<file path="src/rtl/dds_pkg.sv">
// Shared DDS address map and loader state encoding.
// Imported by the config loader and by the DDS core so both agree on buffer selects.
package dds_pkg;

    localparam logic [8:0] THETAS    = 9'd0;
    localparam logic [8:0] DELTAS    = 9'd1;
    localparam logic [8:0] AMPLS     = 9'd2;
    localparam logic [8:0] IDLE_ADDR = 9'd511;

    // One config word carries theta, delta and amplitude, in that order from the LSBs.
    localparam int NUM_FIELDS = 3;

    typedef enum logic [2:0] {
        CLR,
        IDLE,
        WR_THETA,
        WR_DELTA,
        WR_AMPL,
        LOADED,
        RUN
    } ldr_state_t;

    // Buffer select to drive while sitting in a given state.
    function automatic logic [8:0] write_addr(input ldr_state_t s);
        case (s)
            WR_THETA: return THETAS;
            WR_DELTA: return DELTAS;
            WR_AMPL:  return AMPLS;
            default:  return IDLE_ADDR;
        endcase
    endfunction

endpackage

</file>
<file path="src/rtl/dds_cfg_loader_if.sv">
// Valid/ready channel carrying packed {ampl, delta, theta} config words into the loader.
interface dds_cfg_loader_if #(
    parameter int SIG_WIDTH = 16
) ();

    logic                     i_cfg_valid;
    logic                     o_cfg_ready;
    logic [3*SIG_WIDTH-1:0]   i_cfg_data;

    modport master (
        output i_cfg_valid,
        output i_cfg_data,
        input  o_cfg_ready
    );

    modport slave (
        input  i_cfg_valid,
        input  i_cfg_data,
        output o_cfg_ready
    );

endinterface

</file>
<file path="src/rtl/dds_cfg_loader.sv">
// Loads NUM_CH channel configs into the DDS shift buffers, then enables circulation.
// Define DDS_LDR_AUTOSTART_EN to start running as soon as all channels are loaded.
module dds_cfg_loader
    import dds_pkg::*;
#(
    parameter int SIG_WIDTH = 16,
    parameter int NUM_CH    = 8
) (
    input  logic                             clk,
    input  logic                             a_rst_n,
    dds_cfg_loader_if.slave                  cfg,
    input  logic                             i_start,
    input  logic                             i_stop,
    output logic                             o_dds_rst,
    output logic                             o_dds_start,
    output logic [8:0]                       o_dds_addrs,
    output logic signed [SIG_WIDTH-1:0]      o_dds_fifo_data,
    output logic [$clog2(NUM_CH+1)-1:0]      o_loaded_cnt,
    output logic                             o_busy
);

    localparam int CNT_W = $clog2(NUM_CH + 1);

    ldr_state_t                    state_reg, state_next;
    logic [3*SIG_WIDTH-1:0]        word_reg, word_next;
    logic [CNT_W-1:0]              cnt_reg, cnt_next;
    logic [8:0]                    addrs_next;
    logic signed [SIG_WIDTH-1:0]   data_next;
    logic signed [SIG_WIDTH-1:0]   field [NUM_FIELDS];

    // Field slices of the word being written; word_next already holds a freshly
    // accepted word so the theta write can go out in the cycle after the handshake.
    generate
        for (genvar gi = 0; gi < NUM_FIELDS; gi++) begin : g_field
            assign field[gi] = $signed(word_next[gi*SIG_WIDTH +: SIG_WIDTH]);
        end
    endgenerate

    always_comb begin
        state_next = state_reg;
        word_next  = word_reg;
        cnt_next   = cnt_reg;
        // Stop overrides every other request, including a handshake in the same cycle.
        if (i_stop && state_reg != CLR) begin
            state_next = CLR;
        end else begin
            case (state_reg)
                CLR:      state_next = IDLE;
                IDLE: begin
                    if (cfg.i_cfg_valid && cfg.o_cfg_ready) begin
                        word_next  = cfg.i_cfg_data;
                        state_next = WR_THETA;
                    end
                end
                WR_THETA: state_next = WR_DELTA;
                WR_DELTA: state_next = WR_AMPL;
                WR_AMPL: begin
                    cnt_next   = cnt_reg + CNT_W'(1);
                    state_next = (cnt_reg == CNT_W'(NUM_CH - 1)) ? LOADED : IDLE;
                end
                LOADED: begin
`ifdef DDS_LDR_AUTOSTART_EN
                    state_next = RUN;
`else
                    if (i_start) begin
                        state_next = RUN;
                    end
`endif
                end
                RUN:      state_next = RUN;
                default:  state_next = CLR;
            endcase
        end
        if (state_next == CLR) begin
            cnt_next = '0;
        end
    end

    // Outputs are decoded from the next state so that, once registered, they line up
    // with the state the loader is actually in.
    always_comb begin
        addrs_next = write_addr(state_next);
        data_next  = '0;
        case (state_next)
            WR_THETA: data_next = field[0];
            WR_DELTA: data_next = field[1];
            WR_AMPL:  data_next = field[2];
            default:  data_next = '0;
        endcase
    end

    always_ff @(posedge clk or negedge a_rst_n) begin
        if (!a_rst_n) begin
            state_reg       <= CLR;
            word_reg        <= '0;
            cnt_reg         <= '0;
            o_dds_rst       <= 1'b1;
            o_dds_start     <= 1'b0;
            o_dds_addrs     <= IDLE_ADDR;
            o_dds_fifo_data <= '0;
            cfg.o_cfg_ready <= 1'b0;
            o_busy          <= 1'b1;
        end else begin
            state_reg       <= state_next;
            word_reg        <= word_next;
            cnt_reg         <= cnt_next;
            o_dds_rst       <= (state_next == CLR);
            o_dds_start     <= (state_next == RUN);
            o_dds_addrs     <= addrs_next;
            o_dds_fifo_data <= data_next;
            cfg.o_cfg_ready <= (state_next == IDLE);
            o_busy          <= (state_next != IDLE);
        end
    end

    assign o_loaded_cnt = cnt_reg;

endmodule

</file>
<file path="src/flat_wrapper.sv">
// flat-port wrapper written by rule: the top's interface ports become plain ports
module dds_cfg_loader_flat import dds_pkg::*;
#(
    parameter int SIG_WIDTH = 16,
    parameter int NUM_CH    = 8
)
  (clk, a_rst_n, i_start, i_stop, o_dds_rst, o_dds_start, o_dds_addrs, o_dds_fifo_data, o_loaded_cnt, o_busy, cfg_i_cfg_valid, cfg_i_cfg_data, cfg_o_cfg_ready);
  dds_cfg_loader_if #(.SIG_WIDTH(SIG_WIDTH)) cfg_i ();
  input  logic clk;
  input  logic a_rst_n;
  input  logic i_start;
  input  logic i_stop;
  output logic o_dds_rst;
  output logic o_dds_start;
  output logic [8:0] o_dds_addrs;
  output logic signed [SIG_WIDTH-1:0] o_dds_fifo_data;
  output logic [$clog2(NUM_CH+1)-1:0] o_loaded_cnt;
  output logic o_busy;
  input wire logic [$bits(cfg_i.i_cfg_valid)-1:0] cfg_i_cfg_valid;
  input wire logic [$bits(cfg_i.i_cfg_data)-1:0] cfg_i_cfg_data;
  output wire logic [$bits(cfg_i.o_cfg_ready)-1:0] cfg_o_cfg_ready;
  assign cfg_i.i_cfg_valid = cfg_i_cfg_valid;
  assign cfg_i.i_cfg_data = cfg_i_cfg_data;
  assign cfg_o_cfg_ready = cfg_i.o_cfg_ready;
  dds_cfg_loader #(.SIG_WIDTH(SIG_WIDTH), .NUM_CH(NUM_CH)) u_core (.clk(clk), .a_rst_n(a_rst_n), .cfg(cfg_i), .i_start(i_start), .i_stop(i_stop), .o_dds_rst(o_dds_rst), .o_dds_start(o_dds_start), .o_dds_addrs(o_dds_addrs), .o_dds_fifo_data(o_dds_fifo_data), .o_loaded_cnt(o_loaded_cnt), .o_busy(o_busy));
endmodule
</file>
<file path="config.mk">
export PLATFORM = sky130hd
export DESIGN_NAME = dds_cfg_loader_flat
export DESIGN_NICKNAME = d
export VERILOG_FILES = /design/src/rtl/dds_pkg.sv /design/src/rtl/dds_cfg_loader_if.sv /design/src/rtl/dds_cfg_loader.sv /design/src/flat_wrapper.sv
export SDC_FILE = /design/constraint.sdc
export NUM_CORES = 1
export LEC_CHECK = 0
export ABC_AREA = 1
export BUFFER_PORTS_ARGS = -buffer_cell sky130_fd_sc_hd__buf_4
export CORE_MARGIN = 4
export CORE_UTILIZATION = 50
export CTS_BUF_LIST = sky130_fd_sc_hd__clkbuf_8
export CTS_CLUSTER_DIAMETER = 40
export DETAILED_ROUTE_END_ITERATION = 10
export GPL_TIMING_DRIVEN = 1
export PLACE_DENSITY = 0.82
export SYNTH_ARGS = -nofsm -noshare
export SYNTH_HDL_FRONTEND = slang
export SYNTH_SLANG_ARGS = --single-unit
</file>
<file path="constraint.sdc">
create_clock -name clk -period 3.7 [get_ports clk]
set_input_delay 0.37 -clock clk [delete_from_list [all_inputs] [get_ports clk]]
set_output_delay 0.37 -clock clk [all_outputs]
set_load 0.1 [all_outputs]
</file>
# Word level (Yosys, flattened, before mapping)
# Index checks and enable logic that the tools add are counted.
[classes]
mul = 0
shifts = 0
reduce_logical = 7
n_lt_le_gt_ge = 0
n_div = 0
n_eq_ne = 14
addsub = 1
n_bitwise = 0
muxes = 13
[ops]
columns = ["operator", "n"]
rows = [
  ["48-bit 2-to-1 mux", 3],
  ["16-bit case mux with 3 select lines", 1],
  ["9-bit case mux with 3 select lines", 1],
  ["3-bit case mux with 7 select lines", 1],
  ["3-bit equality test, second input constant", 5],
  ["3-bit by 2-bit equality test with 1-bit output, second input constant", 4],
  ["3-bit 2-to-1 mux", 4],
  ["4-bit 2-to-1 mux", 3],
  ["3-bit by 1-bit equality test with 1-bit output, second input constant", 2],
  ["3-bit zero test", 2],
  ["4-bit by 1-bit adder with 4-bit output, second input constant", 1],
  ["4-bit by 3-bit equality test with 1-bit output, second input constant", 1],
  ["3-bit by 1-bit != test with 1-bit output, second input constant", 1],
  ["3-bit nonzero test", 1],
  ["1-bit logical AND", 2],
  ["2-bit != test, second input constant", 1],
  ["2-bit AND reduction", 1],
  ["2-bit nonzero test", 1],
]
[totals]
reg_bits = 84
out_inout_bits = 33
word_cells = 44
inputBits = 53
latchBits = 0
n_memories = 0
romBits = 0
mem_bits_rw = 0

# Logic depth before layout (Yosys ltp)
# Gate-level depths: netlist (run 1).
[logic_depth]
word_depth = 7
ltp_mapped = 11
mapped_depth_nobuf = 10

# Least setup slack after synthesis (run 1)
# No wires, ideal clock.
[synth_timing]
kind = "register to register"
startpoint = "reg u_core.cfg.o_cfg_ready"
endpoint = "reg u_core.o_dds_fifo_data[0]"
required_time_ns = 3.581
n_path_buf = 2
slack_ns = 1.514
setup_time_ns = 0.119
t_arrival_ns = 2.067
synth_period_minus_slack_ns = 2.186
stages_incl_launch_ff = 10
path_cell_list = "dfrtp_1 > nand2_1 > nor3_4 > nand2_2 > buf_6 > buf_6 > nand2_1 > nand2_1 > nand3_1 > nand2_1"
[synth_via]
word_cells_on_any_way = 11
classes_between = "eq/ne (3); mux (7); reduce/logical (1)"
[synth_rtl]
columns = ["element", "line", "text"]
rows = [
  ["from (decl)", "dds_cfg_loader_if.sv:19", "output o_cfg_ready"],
  ["from (signal assigned)", "dds_cfg_loader.sv:111", "cfg.o_cfg_ready <= (state_next == IDLE);"],
  ["1-bit logical AND", "dds_cfg_loader.sv:50", "if (cfg.i_cfg_valid && cfg.o_cfg_ready) begin"],
  ["48-bit 2-to-1 mux", "dds_cfg_loader.sv:50", ""],
  ["48-bit 2-to-1 mux", "dds_cfg_loader.sv:47", "case (state_reg)"],
  ["48-bit 2-to-1 mux", "dds_cfg_loader.sv:44", "if (i_stop && state_reg != CLR) begin"],
  ["net u_core.word_next[32]", "dds_cfg_loader.sv:25", "logic [3*SIG_WIDTH-1:0] word_reg, word_next;"],
  ["16-bit case mux with 3 select lines", "dds_cfg_loader.sv:84", "case (state_next)"],
  ["net u_core.data_next[0]", "dds_cfg_loader.sv:28", "logic signed [SIG_WIDTH-1:0] data_next;"],
  ["to (signal assigned)", "dds_cfg_loader.sv:110", "o_dds_fifo_data <= data_next;"],
  ["to (decl)", "dds_cfg_loader.sv:17", "output logic signed [SIG_WIDTH-1:0] o_dds_fifo_data,"],
]
# The timed path passes the listed nets, and every way through them passes these cells.
# A chain may end at the register's enable or synchronous reset.

# Final worst setup path (run 1)
[layout_timing]
startpoint = "reg u_core.state_reg[1]"
endpoint = "reg u_core.o_dds_fifo_data[13]"
[layout_via]
word_cells_on_any_way = 19
classes_between = "eq/ne (9); mux (7); reduce/logical (3)"
[layout_rtl]
columns = ["element", "line", "text"]
rows = [
  ["from (decl)", "dds_cfg_loader.sv:24", "ldr_state_t state_reg, state_next;"],
  ["from (signal assigned)", "dds_cfg_loader.sv:104", "state_reg <= state_next;"],
  ["3-bit by 1-bit equality test with 1-bit output or 3-bit nonzero test (tied branches)", "dds_cfg_loader.sv:47, dds_cfg_loader.sv:44", ""],
  ["48-bit 2-to-1 mux or 1-bit logical AND (tied branches)", "dds_cfg_loader.sv:47, dds_cfg_loader.sv:44", ""],
  ["48-bit 2-to-1 mux (*)", "dds_cfg_loader.sv:44", ""],
  ["net u_core.word_next[45]", "dds_cfg_loader.sv:25", ""],
  ["16-bit case mux with 3 select lines (*)", "dds_cfg_loader.sv:84", ""],
  ["net u_core.data_next[13]", "dds_cfg_loader.sv:28", ""],
]
# Mark *: on every way through the listed nets, which the timed path passes. The rest lies on a longest branch.

==> impl_metrics.tcl, run 1 <==
set metrics [dict create \
    num-fill-cells 422 \
    wirelength_um 6333 \
    p_sw_mw 1.703 \
    syn_to_final_growth_pct 28.33 \
    crit_path_end_kind "register" \
    power.internal_mw 1.614 \
    p_clk_share_pct 16.3 \
    postRouteAntennaNets 0 \
    synth-main-ff-cell "dfrtp_1" \
    tightest_slew_ns 0.7459 \
    rsz0062_at_grt "no" \
    clock_skew_ns 0.009003 \
    route.detailed.drc 0 \
    die_w_um 82.37 \
    grt.total_usage_pct 20.71 \
    grt_max_degree 63 \
    grt_pass1_vias 2351 \
    port-buffer-count 85 \
    cp.required_ns 3.97 \
    path_delay_family "simple AND/OR/NAND/NOR gates" \
    setup_ws_ns 1.472 \
    antennaDiodeCount 0 \
    cts.clk_slew.worst_paths_ns 0.06 \
    place_congestion 0.8195 \
    crit_path_frequent_cell "nand2_1" \
    hold_path.class "in2async" \
    fmaxAchievable_mhz 448.7 \
    wl_per_cell_um 13.22 \
    synth_nets 380 \
    leakage_nw 1.995 \
    synthArstFlopShare_pct 100.0 \
    max-cap-violations 0 \
    synth_edf_count 0 \
    route.vias.total 2349 \
    cp_data_arrival_time_ns 2.50 \
    die-area_sq_mm 0.006784 \
    hold_buffers 0 \
    grt_first_pass_wirelength_um 10460 \
    io_pins 86 \
    finalCritPeriodShare_pct 60.23 \
    finalInstanceArea_sq_mm 0.003548 \
    final.setup.tns_ns 0 \
    die_y_um 82.37 \
    dp_hpwl_um 4583 \
    slew_viol_final 0 \
    min_period_ns 2.228 \
    start_util_pct 52.80 \
    cts.sinks 62 \
    cp_slowest_cell "nor3_4" \
    layout-drive-gt1-share_pct 28.61 \
    root_buffer "clkbuf_8" \
    postCtsSetupBuffers 0 \
    ys_warn_count 0 \
    ys_seq_area_share_pct 56.33 \
    cts_tree "yes" \
    hold_violations 0 \
    crit_path_max_fanout 28 \
    nNetsFinal 458 \
    clockBufferDepth 2 \
    coreArea_sq_mm 0.005238 \
    vias_per_cell 4.904 \
    cp-start-kind "register" \
    cts_resized 0 \
    dpl_cell_area_sq_mm 0.003362 \
    drt_iter0_drc 163 \
    clkLatencyLatePin_ns 0.33 \
    overflow 0 \
    netlist_area_sq_mm 0.002765 \
    swShare_pct 51.34 \
    detail_route.first_pass.iterations 4 \
    status "finished, final reports clean" \
    synth-seq-cells 62 \
    path_buf_inv 2 \
    htreeDepth 3 \
    rows 26 \
    synth_cell_types 25 \
    pre_cts_ws_ns 1.451 \
    hold_ws_ns 0.1052 \
    setup_viol 0 \
    synth_top_area_share_pct 51.58 \
    slew-limit-headroom_pct 50.27 \
    critPathMaxStageDelay_ns 0.46 \
    power_density_mw_per_mm2 934.9 \
    combPwrFrac_pct 52.0 \
    cts_buffers 9 \
    antenna_found_initial 0 \
    p_seq_share_pct 31.7 \
    ir_worst_vdd_mv 0.6463 \
    largest_reg_flops 32 \
    synth_cells 326 \
    synth_area_leaders "dfrtp_1 (52%), nand2_1 (18%), nand3_1 (8.3%), dfstp_2 (4.8%), inv_1 (3.4%)" \
    cp_cell_sequence "inv_2 > nand2_1 > nor3_4 > nand2_2 > clkinv_2 > nand2_1 > nand2_1 > nand3_1 > nand2_1" \
    worstSetupPathType "reg2reg" \
    yosys.area.top_type "dfrtp_1" \
    syn-mean-instance-area_sq_um 8.482 \
]
placed cells by master (no fill, tap or decap):
cell,instances
o21bai_4,1
nor3_4,1
nor3b_1,1
o21ai_0,1
nand4_1,1
inv_2,3
dfstp_2,5
nand3b_1,1
clkbuf_8,12
a21oi_4,1
a21oi_1,1
nor2_1,22
nand3_2,1
o21ai_2,1
buf_4,86
inv_1,26
xnor2_1,1
clkinv_2,3
nand2_2,2
nand2_1,132
nand3_1,46
clkinvlp_4,1
xor2_1,2
ha_1,1
dfrtp_1,57
worst paths after layout:
check | startpoint | to | slack [ns] | cells after the start
setup / recovery | u_core.state_reg[1] | u_core.o_dds_fifo_data[13] | 1.47 | 9
hold / removal | a_rst_n | u_core.word_reg[30] | 0.11 | 1
setup reg to reg | u_core.state_reg[1] | u_core.o_dds_fifo_data[13] | 1.47 | 9
hold reg to reg | u_core.word_reg[47] | u_core.word_reg[47] | 0.47 | 2
max in group asynchronous | a_rst_n | u_core.word_reg[35] | 3.10 | 1
min in group clk | cfg_i_cfg_data[10] | u_core.o_dds_fifo_data[10] | 0.25 | 3
routing by layer:
layer | GRT usage (%) | vias up | wire length, um
li1 | - | 1154 | -
met1 | 26.27 | 1095 | 2557
met2 | 32.77 | 86 | 3089
met3 | 6.725 | 14 | 555
met4 | 8.306 | 0 | 131
met5 | 0 | - | 0
layout make-up:
type	instances	area (sq um)	area share [%]
clock buffer	12	165.2	4.654
clock inverter	4	21.27	0.5994
inverter	29	110.1	3.103
multi-input combinational	216	960.9	27.08
sequential	62	1558	43.90
tap	70	87.58	2.468
timing repair buffer	86	645.6	18.19
power groups by stage:
stage                     clock (mW)  sequential (mW)  combinational (mW)
after floorplan                    0             1.68               0.775
after global placement             0             1.06                1.70
after detailed placement           0             1.06                1.73
after CTS                      0.550             1.05                1.73
after global routing           0.581             1.08                1.86
final                          0.539             1.05                1.73
per-stage QoR:
step | instances | util (%) | power, mW
2_1_floorplan | 326 | - | 2.460
3_3_place_gp | 463 | 64.19 | 2.757
3_5_place_dp | 463 | 64.19 | 2.790
4_1_cts | 479 | 67.75 | 3.336
5_1_grt | 479 | 67.75 | 3.521
6_report | 479 | 67.75 | 3.317
synth_stat cells, types with 2 or more instances:
cell type and number:
nand2_1 132, dfrtp_1 57, nand3_1 46, inv_1 25, nor2_1 22, buf_4 9
buf_2 7, dfstp_2 5, buf_6 3, inv_2 3, nand2_2 2, xor2_1 2
cell families after synthesis:
group	Yosys count	share of synthesized area (%)
compound gates	5	1.946
xor+xnor	3	0.9504
fa+ha+maj	1	0.4524
buf+inv	48	8.913
flops	62	56.34
simple gates	207	31.40
Power figures use the tool's default switching activity.
==> inputs of run 2 (changes only) <==
--- a/config.mk
+++ b/config.mk
@@ -8,12 +8,12 @@
 export ABC_AREA = 1
 export BUFFER_PORTS_ARGS = -buffer_cell sky130_fd_sc_hd__buf_4
 export CORE_MARGIN = 4
-export CORE_UTILIZATION = 50
+export CORE_UTILIZATION = 47
 export CTS_BUF_LIST = sky130_fd_sc_hd__clkbuf_8
 export CTS_CLUSTER_DIAMETER = 40
 export DETAILED_ROUTE_END_ITERATION = 10
 export GPL_TIMING_DRIVEN = 1
-export PLACE_DENSITY = 0.82
+export PLACE_DENSITY = 0.81
 export SYNTH_ARGS = -nofsm -noshare
 export SYNTH_HDL_FRONTEND = slang
 export SYNTH_SLANG_ARGS = --single-unit
==> constraint.sdc (replaced) <==
create_clock -name clk -period 1.95 [get_ports clk]
set_input_delay 0.195 -clock clk [delete_from_list [all_inputs] [get_ports clk]]
set_output_delay 0.195 -clock clk [all_outputs]
set_load 0.1 [all_outputs]
==> run 2 against run 1 <==
Effect of this change: critical path depth shrank 1; sequential power grew 90%; final cell count grew 1.7%; register-to-register slack lost 1.3 ns; via count grew 0.94%; first-iteration DRC count shrank 1.2%; critical endpoint is now u_core.o_dds_fifo_data[10]; largest power group unchanged.
==> impl_metrics.tcl, run 2 (synthesized netlist as in run 1, its figures left out) <==
set metrics [dict create \
    rsz0062_at_grt "no" \
    drt_iter0_drc 161 \
    wl_per_cell_um 13.27 \
    antennaDiodeCount 0 \
    grt.total_usage_pct 20.17 \
    r2r_slack_ns 0.18 \
    place_congestion 0.8376 \
    final_cell_mix "nand2_1 (132), buf_4 (90), dfrtp_1 (54)" \
    grt_first_pass_wirelength_um 11410 \
    rows 27 \
    reg2reg_from "u_core.state_reg[1]" \
    r2r-end "u_core.o_dds_fifo_data[10]" \
    htreeDepth 3 \
    detail_route.first_pass.iterations 4 \
    clkLatencyLatePin_ns 0.34 \
    crit_path_end_kind "register" \
    holdPathEnd "u_core.word_reg[23]" \
    port-buffer-count 85 \
    clock_skew_ns 0.005599 \
    clockBufferDepth 2 \
    fmaxAchievable_mhz 564.6 \
    p_clk_share_pct 16.1 \
    worstSetupPathType "reg2reg" \
    ir_worst_vdd_mv 1.077 \
    cts.clk_slew.worst_paths_ns 0.07 \
    die_w_um 84.70 \
    rr_worst_depth 8 \
    nNetsFinal 464 \
    die_y_um 84.70 \
    wirelength_um 6461 \
    combPwrFrac_pct 52.7 \
    cp.required_ns 2.16 \
    hp-start "cfg_i_cfg_data[23]" \
    cts.sinks 62 \
    crit_path_max_fanout 17 \
    dp_hpwl_um 4699 \
    power_density_mw_per_mm2 1766 \
    slew-limit-headroom_pct 49.58 \
    die-area_sq_mm 0.007174 \
    vias_per_cell 4.869 \
    power.internal_mw 3.128 \
    syn_to_final_growth_pct 30.90 \
    layout-drive-gt1-share_pct 30.36 \
    slew_viol_final 0 \
    final.setup.tns_ns 0 \
    coreArea_sq_mm 0.005608 \
    postRouteAntennaNets 0 \
    multi_input_area_sq_um 960.9 \
    start_util_pct 49.31 \
    hold_violations 0 \
    grt_max_degree 63 \
    io_pins 86 \
    pre_cts_ws_ns 0.1349 \
    leakage_nw 2.017 \
    grt_pass1_vias 2465 \
    min_period_ns 1.771 \
    p_sw_mw 3.264 \
    swShare_pct 51.06 \
    finalPower_mw 6.392 \
    p_seq_share_pct 31.2 \
    cp_data_arrival_time_ns 1.98 \
    root_buffer "clkbuf_8" \
    final_common_cell "nand2_1" \
    num-fill-cells 497 \
    overflow 0 \
    postCtsSetupBuffers 0 \
    max-cap-violations 0 \
    antenna_found_initial 0 \
    cp-start-kind "register" \
    crit_path_start "u_core.state_reg[1]" \
    status "finished, final reports clean" \
    hold_depth 3 \
    ff_latch_area_sq_mm 0.001562 \
    hold_path.class "in2reg" \
    cts_tree "yes" \
    setup_ws_ns 0.1788 \
    finalCritPeriodShare_pct 90.83 \
    hold_ws_ns 0.07124 \
    tightest_slew_ns 0.7563 \
    largest_reg_flops 32 \
    route.detailed.drc 0 \
    setup_viol 0 \
    cts_buffers 9 \
    route.vias.total 2371 \
]
[run 2: cell count changes in the layout (fill, tap and decap cells not counted)]
cell	before	now
dfrtp_2	0	3
inv_4	0	1
buf_4	86	90
dfrtp_1	57	54
clkinvlp_4	1	2
buf_12	0	1
inv_1	26	25
clkinv_2	3	2
dlygate4sd3_1	0	1
[run 2: critical path, cell delays in order (launching register included)]
cell and delay (ns):
dfrtp_1 0.42, nor2_1 0.22, nand2_1 0.10, nand2_2 0.19, buf_4 0.21, inv_1 0.05, o21bai_4 0.25, nand3_1 0.12
nand3_1 0.08
[run 2: through the flow]
| step | instance area (sq um) | cells | util [%] |
|---|---|---|---|
| after floorplan | 2769 | 326 | - |
| after global placement | 3418 | 470 | 60.95 |
| after detailed placement | 3418 | 470 | 60.95 |
| after CTS | 3615 | 487 | 64.46 |
| after global routing | 3620 | 487 | 64.55 |
| final | 3620 | 487 | 64.55 |
[run 2: area by class of cell]
class / instances / area share [%]
sequential: 62 / 43.14
multi-input combinational: 216 / 26.55
clock buffer: 12 / 4.563
tap: 72 / 2.489
timing repair buffer: 92 / 19.50
inverter: 29 / 3.180
clock inverter: 4 / 0.5876
[run 2: routing by layer]
metal | share of wire (%) | up-vias | global-route usage (%)
met5 | 0 | - | 0
met4 | 2.3 | 0 | 9.640
met3 | 8.9 | 14 | 6.379
met2 | 48 | 94 | 31.32
met1 | 41 | 1094 | 25.60
li1 | - | 1169 | -
[run 2: worst max path at each step]
stage	end	slack, ns	cells past startpoint
floorplan	u_core.o_dds_fifo_data[0]	0.07	7
global placement	u_core.o_dds_fifo_data[5]	0.25	8
detailed placement	u_core.o_dds_fifo_data[12]	0.13	9
CTS	u_core.o_dds_fifo_data[1]	0.12	9
global route	u_core.o_dds_fifo_data[3]	0.02	8
finish	u_core.o_dds_fifo_data[10]	0.18	8
[run 2: timing repair]
item | CTS | global route
hold endpoints to repair | 57 | 0
hold buffers | 1 | 0
endpoints found under the setup margin | 0 | 15
gates resized for setup | 0 | 2
[run 2: power by group through the flow]
stage | logic [mW] | registers (mW) | clock network (mW)
floorplan | 1.47 | 3.20 | 0
finish | 3.37 | 2.00 | 1.03
CTS | 3.37 | 2.00 | 1.06
detailed placement | 3.36 | 2.02 | 0
global placement | 3.29 | 2.00 | 0
global route | 3.65 | 2.05 | 1.12
